## src/rtl/branch_issue_queue.sv

```systemverilog
// Branch reservation station: age-ordered wakeup/select feeding one registered result slot.
// Define BRANCH_ISSUE_QUEUE_CDB_BYPASS_EN to capture a same-cycle CDB broadcast at allocation.
module branch_issue_queue #(
  parameter int DEPTH       = 8,
  parameter int XLEN        = 64,
  parameter int ROB_IDX_LEN = 6
) (
  input  logic                         clk_i,
  input  logic                         rst_n_i,
  input  logic                         flush_i,
  input  logic                         issue_valid_i,
  output logic                         issue_ready_o,
  input  logic [2:0]                   issue_type_i,
  input  logic                         issue_rs1_ready_i,
  input  logic [ROB_IDX_LEN-1:0]       issue_rs1_idx_i,
  input  logic [XLEN-1:0]              issue_rs1_value_i,
  input  logic                         issue_rs2_ready_i,
  input  logic [ROB_IDX_LEN-1:0]       issue_rs2_idx_i,
  input  logic [XLEN-1:0]              issue_rs2_value_i,
  input  logic [XLEN-1:0]              issue_imm_i,
  input  logic [ROB_IDX_LEN-1:0]       issue_dest_idx_i,
  input  logic [XLEN-1:0]              issue_pc_i,
  input  logic [XLEN-1:0]              issue_pred_target_i,
  input  logic                         issue_pred_taken_i,
  input  logic                         cdb_valid_i,
  input  logic [ROB_IDX_LEN-1:0]       cdb_idx_i,
  input  logic [XLEN-1:0]              cdb_value_i,
  output logic                         res_valid_o,
  input  logic                         res_ready_i,
  output logic [ROB_IDX_LEN-1:0]       res_idx_o,
  output logic [XLEN-1:0]              res_pc_o,
  output logic [XLEN-1:0]              res_target_o,
  output logic                         res_taken_o,
  output logic                         res_mispredict_o,
  output logic [$clog2(DEPTH+1)-1:0]   count_o
);
  localparam int IW = $clog2(DEPTH);
  localparam int CW = $clog2(DEPTH+1);

  // Handshakes: an issue is taken when issue_valid_i && issue_ready_o; a result is
  // consumed when res_valid_o && res_ready_i, and res_* hold while valid && !ready.
  logic [DEPTH-1:0]       valid_q, rs1_rdy_q, rs2_rdy_q, pred_taken_q;
  logic [2:0]             type_q     [DEPTH];
  logic [ROB_IDX_LEN-1:0] rs1_idx_q  [DEPTH];
  logic [ROB_IDX_LEN-1:0] rs2_idx_q  [DEPTH];
  logic [ROB_IDX_LEN-1:0] dest_q     [DEPTH];
  logic [XLEN-1:0]        rs1_val_q  [DEPTH];
  logic [XLEN-1:0]        rs2_val_q  [DEPTH];
  logic [XLEN-1:0]        imm_q      [DEPTH];
  logic [XLEN-1:0]        pc_q       [DEPTH];
  logic [XLEN-1:0]        pred_tgt_q [DEPTH];
  // older_q[i][j] set means entry j was accepted before entry i.
  logic [DEPTH-1:0]       older_q    [DEPTH];

  logic                   res_valid_q, res_taken_q, res_mispredict_q;
  logic [ROB_IDX_LEN-1:0] res_idx_q;
  logic [XLEN-1:0]        res_pc_q, res_target_q;

  logic [CW-1:0]          count;
  logic [DEPTH-1:0]       ready_vec;
  logic                   alloc_found, sel_found, do_alloc, do_sel, load_out, taken;
  logic [IW-1:0]          alloc_idx, sel_idx;
  logic                   new_rs1_rdy, new_rs2_rdy;
  logic [XLEN-1:0]        new_rs1_val, new_rs2_val, op_a, op_b, sel_pc, br_target;

  always_comb begin
    count = '0;
    for (int i = 0; i < DEPTH; i++) count = count + CW'(valid_q[i]);
  end

  assign count_o       = count;
  assign issue_ready_o = (count < CW'(DEPTH));
  assign do_alloc      = issue_valid_i && issue_ready_o && !flush_i;
  assign ready_vec     = valid_q & rs1_rdy_q & rs2_rdy_q;
  assign load_out      = !res_valid_q || res_ready_i;
  assign do_sel        = load_out && sel_found;

  always_comb begin
    alloc_found = 1'b0;
    alloc_idx   = '0;
    for (int i = 0; i < DEPTH; i++) begin
      if (!alloc_found && !valid_q[i]) begin
        alloc_found = 1'b1;
        alloc_idx   = IW'(i);
      end
    end
  end

  // The oldest ready entry is the one with no older ready entry.
  always_comb begin
    sel_found = 1'b0;
    sel_idx   = '0;
    for (int i = 0; i < DEPTH; i++) begin
      if (!sel_found && ready_vec[i] && ((ready_vec & older_q[i]) == '0)) begin
        sel_found = 1'b1;
        sel_idx   = IW'(i);
      end
    end
  end

`ifdef BRANCH_ISSUE_QUEUE_CDB_BYPASS_EN
  logic rs1_hit, rs2_hit;
  assign rs1_hit     = cdb_valid_i && !issue_rs1_ready_i && (cdb_idx_i == issue_rs1_idx_i);
  assign rs2_hit     = cdb_valid_i && !issue_rs2_ready_i && (cdb_idx_i == issue_rs2_idx_i);
  assign new_rs1_rdy = issue_rs1_ready_i || rs1_hit;
  assign new_rs2_rdy = issue_rs2_ready_i || rs2_hit;
  assign new_rs1_val = rs1_hit ? cdb_value_i : issue_rs1_value_i;
  assign new_rs2_val = rs2_hit ? cdb_value_i : issue_rs2_value_i;
`else
  assign new_rs1_rdy = issue_rs1_ready_i;
  assign new_rs2_rdy = issue_rs2_ready_i;
  assign new_rs1_val = issue_rs1_value_i;
  assign new_rs2_val = issue_rs2_value_i;
`endif

  always_comb begin
    op_a      = rs1_val_q[sel_idx];
    op_b      = rs2_val_q[sel_idx];
    sel_pc    = pc_q[sel_idx];
    br_target = sel_pc + imm_q[sel_idx];
    case (type_q[sel_idx])
      3'd0:    taken = (op_a == op_b);
      3'd1:    taken = (op_a != op_b);
      3'd4:    taken = ($signed(op_a) < $signed(op_b));
      3'd5:    taken = !($signed(op_a) < $signed(op_b));
      3'd6:    taken = (op_a < op_b);
      3'd7:    taken = !(op_a < op_b);
      default: taken = 1'b0;
    endcase
  end

  always_ff @(posedge clk_i) begin
    if (!rst_n_i || flush_i) begin
      valid_q <= '0;
    end else begin
      for (int i = 0; i < DEPTH; i++) begin
        if (do_alloc && (alloc_idx == IW'(i))) begin
          valid_q[i]      <= 1'b1;
          type_q[i]       <= issue_type_i;
          rs1_rdy_q[i]    <= new_rs1_rdy;
          rs1_idx_q[i]    <= issue_rs1_idx_i;
          rs1_val_q[i]    <= new_rs1_val;
          rs2_rdy_q[i]    <= new_rs2_rdy;
          rs2_idx_q[i]    <= issue_rs2_idx_i;
          rs2_val_q[i]    <= new_rs2_val;
          imm_q[i]        <= issue_imm_i;
          dest_q[i]       <= issue_dest_idx_i;
          pc_q[i]         <= issue_pc_i;
          pred_tgt_q[i]   <= issue_pred_target_i;
          pred_taken_q[i] <= issue_pred_taken_i;
          older_q[i]      <= valid_q;
        end else begin
          if (do_sel && (sel_idx == IW'(i))) valid_q[i] <= 1'b0;
          if (cdb_valid_i && valid_q[i] && !rs1_rdy_q[i] && (rs1_idx_q[i] == cdb_idx_i)) begin
            rs1_rdy_q[i] <= 1'b1;
            rs1_val_q[i] <= cdb_value_i;
          end
          if (cdb_valid_i && valid_q[i] && !rs2_rdy_q[i] && (rs2_idx_q[i] == cdb_idx_i)) begin
            rs2_rdy_q[i] <= 1'b1;
            rs2_val_q[i] <= cdb_value_i;
          end
          // A new arrival is younger than everyone; this also clears stale bits from the slot's previous owner.
          if (do_alloc) older_q[i][alloc_idx] <= 1'b0;
        end
      end
    end
  end

  always_ff @(posedge clk_i) begin
    if (!rst_n_i || flush_i) begin
      res_valid_q      <= 1'b0;
      res_idx_q        <= '0;
      res_pc_q         <= '0;
      res_target_q     <= '0;
      res_taken_q      <= 1'b0;
      res_mispredict_q <= 1'b0;
    end else if (load_out) begin
      res_valid_q <= sel_found;
      if (sel_found) begin
        res_idx_q        <= dest_q[sel_idx];
        res_pc_q         <= sel_pc;
        res_target_q     <= taken ? br_target : sel_pc + XLEN'(4);
        res_taken_q      <= taken;
        res_mispredict_q <= (taken != pred_taken_q[sel_idx]) ||
                            (taken && (br_target != pred_tgt_q[sel_idx]));
      end
    end
  end

  assign res_valid_o      = res_valid_q;
  assign res_idx_o        = res_idx_q;
  assign res_pc_o         = res_pc_q;
  assign res_target_o     = res_target_q;
  assign res_taken_o      = res_taken_q;
  assign res_mispredict_o = res_mispredict_q;
endmodule

```

## config.mk

```make
export PLATFORM = sky130hd
export DESIGN_NAME = branch_issue_queue
export DESIGN_NICKNAME = d
export VERILOG_FILES = /design/src/rtl/branch_issue_queue.sv
export SDC_FILE = /design/constraint.sdc
export NUM_CORES = 2
export LEC_CHECK = 0
export CAP_MARGIN = 20
export CORE_UTILIZATION = 55
export DETAILED_ROUTE_END_ITERATION = 6
export PLACE_DENSITY_LB_ADDON = 0.2
export SLEW_MARGIN = 20
export SYNTH_ARGS = -nofsm -noshare
export SYNTH_HDL_FRONTEND = slang
export SYNTH_SLANG_ARGS = --single-unit
```

## constraint.sdc

```tcl
create_clock -name clk_i -period 22.4 [get_ports clk_i]
set_input_delay 4.48 -clock clk_i [delete_from_list [all_inputs] [get_ports clk_i]]
set_output_delay 4.48 -clock clk_i [all_outputs]
set_load 0.02 [all_outputs]
```

==> impl_metrics.yaml <==
run_status:
  status: "complete, but fails checks"
  failed_checks: "DRC"
worst_setup_path:
  critPathMaxStageDelay_ps: 890
  crit_type: "reg -> reg"
  startpoint_type: "flop"
  crit_fanout: 55
  required_ps: 23240
  critPathCaptureType: "flop"
  crit_top_cell: "buf_4"
  cp_slowest_cell: "nor3_1"
  arrival_ps: 12830
drt:
  drt_pre_antenna_iters: 7
  drcViolationCount: 16
  drtIter0Drc: 12700
  vias: 100000
  drt_wl_total_um: 481000
  ant_nets: 0
  wl_per_cell_um: 31.3
  avgViaCountPerCell: 6.54
final_layout:
  area_growth_pct: 13.7
  final_cell_mix: "2808 x edfxtp_1, 2482 x nand2_1, 1043 x mux2_2"
  fillCellCount: 18900
  drive_gt1_share_pct: 15.8
  layout.nets: 12200
  final_common_cell: "edfxtp_1"
global_routing:
  grt_use_total_pct: 37.3
  grt_pass1_vias: 95000
  grt_max_degree: 188
  antenna_found_initial: 127
  grt_pass1_wl_um: 679000
  grt_overflow_total: 0
sta:
  finalCritPeriodShare_pct: 53.5
  finalHoldViolCount: 0
  fin_crit_ps: 11990
  setup_viol: 0
  rsz0062_at_grt: "no"
  fin_setup_tns_ps: 0
  worst_slew_pin_slew_ps: 1320
  finClkSkew_ps: 87.2
  max-slew-margin-rel_pct: 11.4
  fmax_ghz: 0.0834
  drv_slew: 0
place:
  gp_congestion: 1.00
  io_buffers: 561
  dp_hpwl_um: 298000
synthesis:
  post-synth-top-area-fraction_pct: 61.2
  synth_area_leaders: "edfxtp_1 61%, mux2_2 8.5%, nand2_1 6.8%, nand3_1 3.0%, dfxtp_1 2.2%"
  synth-edff-count: 2808
  synth_cell_types: 113
  syn_area_um2: 138000
  synth-seq-cells: 2961
  async_flop_share_pct: 0
  yosysWarnings: 0
  ys_seq_area_share_pct: 63.4
  avgSynthCellArea_um2: 12.0
  synth_top_cell_by_area: "edfxtp_1"
  ys.flop_type: "edfxtp_1"
  syn_nets: 12000
  synthCells: 11400
die:
  io_pins: 562
  die_area_um2: 253000
  num_rows: 183
  die_h_um: 503
  initial_utilization_pct: 55.4
  die-width_um: 503
  core_area_um2: 249000
clock_tree:
  worstSkewPairLatency_ps: 1000
  h-tree-depth: 5
  cts_setup_buffers: 0
  cts_buffers: 322
  cts-root-buf: "clkbuf_16"
  clk_pin_slew_ps: 60
  ctsHoldBuffers: 0
  cts_tree: "done"
  cts_resized: 0
  clock_path_buffers: 4
  cts_sinks: 2961
job:
  drv_cap: 0
pwr:
  ir_drop_uv: 70.1
  total_power_mw: 11.8
  total_leakage_power_nw: 53.8
  power.density_nw_per_um2: 75.0
hold_path:
  hp-class: "reg -> reg"
-- worst paths after layout --
path | from | endpoint | slack (ps) | cells past startpoint
max | valid_q[7] | res_mispredict_o | 10410 | 29
min reg2reg | older_q[1][4] | older_q[1][4] | 450 | 1
max reg2reg | valid_q[7] | res_mispredict_o | 10410 | 29
min | older_q[1][4] | older_q[1][4] | 450 | 1
-- state kept, by name (all words and copies together) (netlist names), 64 cells and up --
register / count
imm_q: 512
older_q: 64
pc_q: 512
pred_tgt_q: 512
res_pc_o: 64
res_target_o: 64
rs1_val_q: 512
rs2_val_q: 512
-- power by group --
group          leakage [nW]  internal, mW  total, mW  switching (mW)
Clock                  4.89          2.99       5.15            2.15
Combinational          22.3         0.216      0.539           0.323
Sequential             26.6          6.07       6.08         0.00603
Total                  53.8          9.28       11.8            2.48
-- logic make-up after synthesis --
logic type               synth area share [%]
buffers and inverters                    2.88
adder cells (fa/ha/maj)                  1.25
multiplexers                             8.97
AND/OR/NAND/NOR                          13.9
XOR/XNOR                                 1.66
flip-flops                               63.4
AO/OA/AOI/OAI                            7.98
-- synth_stat cells, types with 38 or more instances --
library cell,count
a211oi_1,149
a21o_1,63
a21oi_1,484
a311oi_1,142
a31o_2,38
a31oi_1,154
and3_1,192
buf_1,98
buf_2,87
clkbuf_1,649
dfxtp_1,153
edfxtp_1,2808
ha_1,127
inv_1,95
mux2_2,1043
mux2i_1,45
nand2_1,2488
nand3_1,825
nand4_1,101
nor2_1,378
nor3_1,182
o21ai_0,268
xnor2_1,130
xor2_1,121
-- per-layer routing --
layer / global-route usage (%) / vias up / share of wire [%] / routed length, um
met3: 9.20 / 1205 / 11 / 53800
li1: - / 42900 / - / -
met2: 57.9 / 6181 / 46 / 220000
met1: 47.7 / 49800 / 37 / 176000
met4: 21.9 / 104 / 6.2 / 29900
met5: 0 / - / 0.14 / 689
-- final cells by class --
type                       instances  area, um2  share of cell area [%]
antenna                           78        195                   0.124
inverter                          97        424                   0.271
clock inverter                   146       1380                   0.881
multi-input combinational       7513      47000                    30.0
sequential                      2961      87400                    55.7
tap                             3330       4170                    2.66
timing repair buffer             800       7580                    4.84
clock buffer                     412       8610                    5.49
-- metrics by stage --
stage                     instance area (um2)  hold WS, ps  instances  worst slack, ps  utilization, %
after floorplan                        138000          420      11400            11540               -
final                                  157000          453      15300            10410            63.0
after global placement                 147000          441      14700            10700            58.9
after global routing                   157000          478      15300             9990            63.0
after CTS                              157000          458      15300            10460            62.9
after detailed placement               147000          441      14700            10450            58.9
-- worst max-delay path: cells and delay by family (launching register included) --
kind	cells	cell delay, ps
flops	1	670
mux	1	160
simple gates	18	7110
buf+inv	4	2090
fa+ha+maj	1	340
compound gates	5	1370
Note: power is estimated with default switching activity, not from simulation.
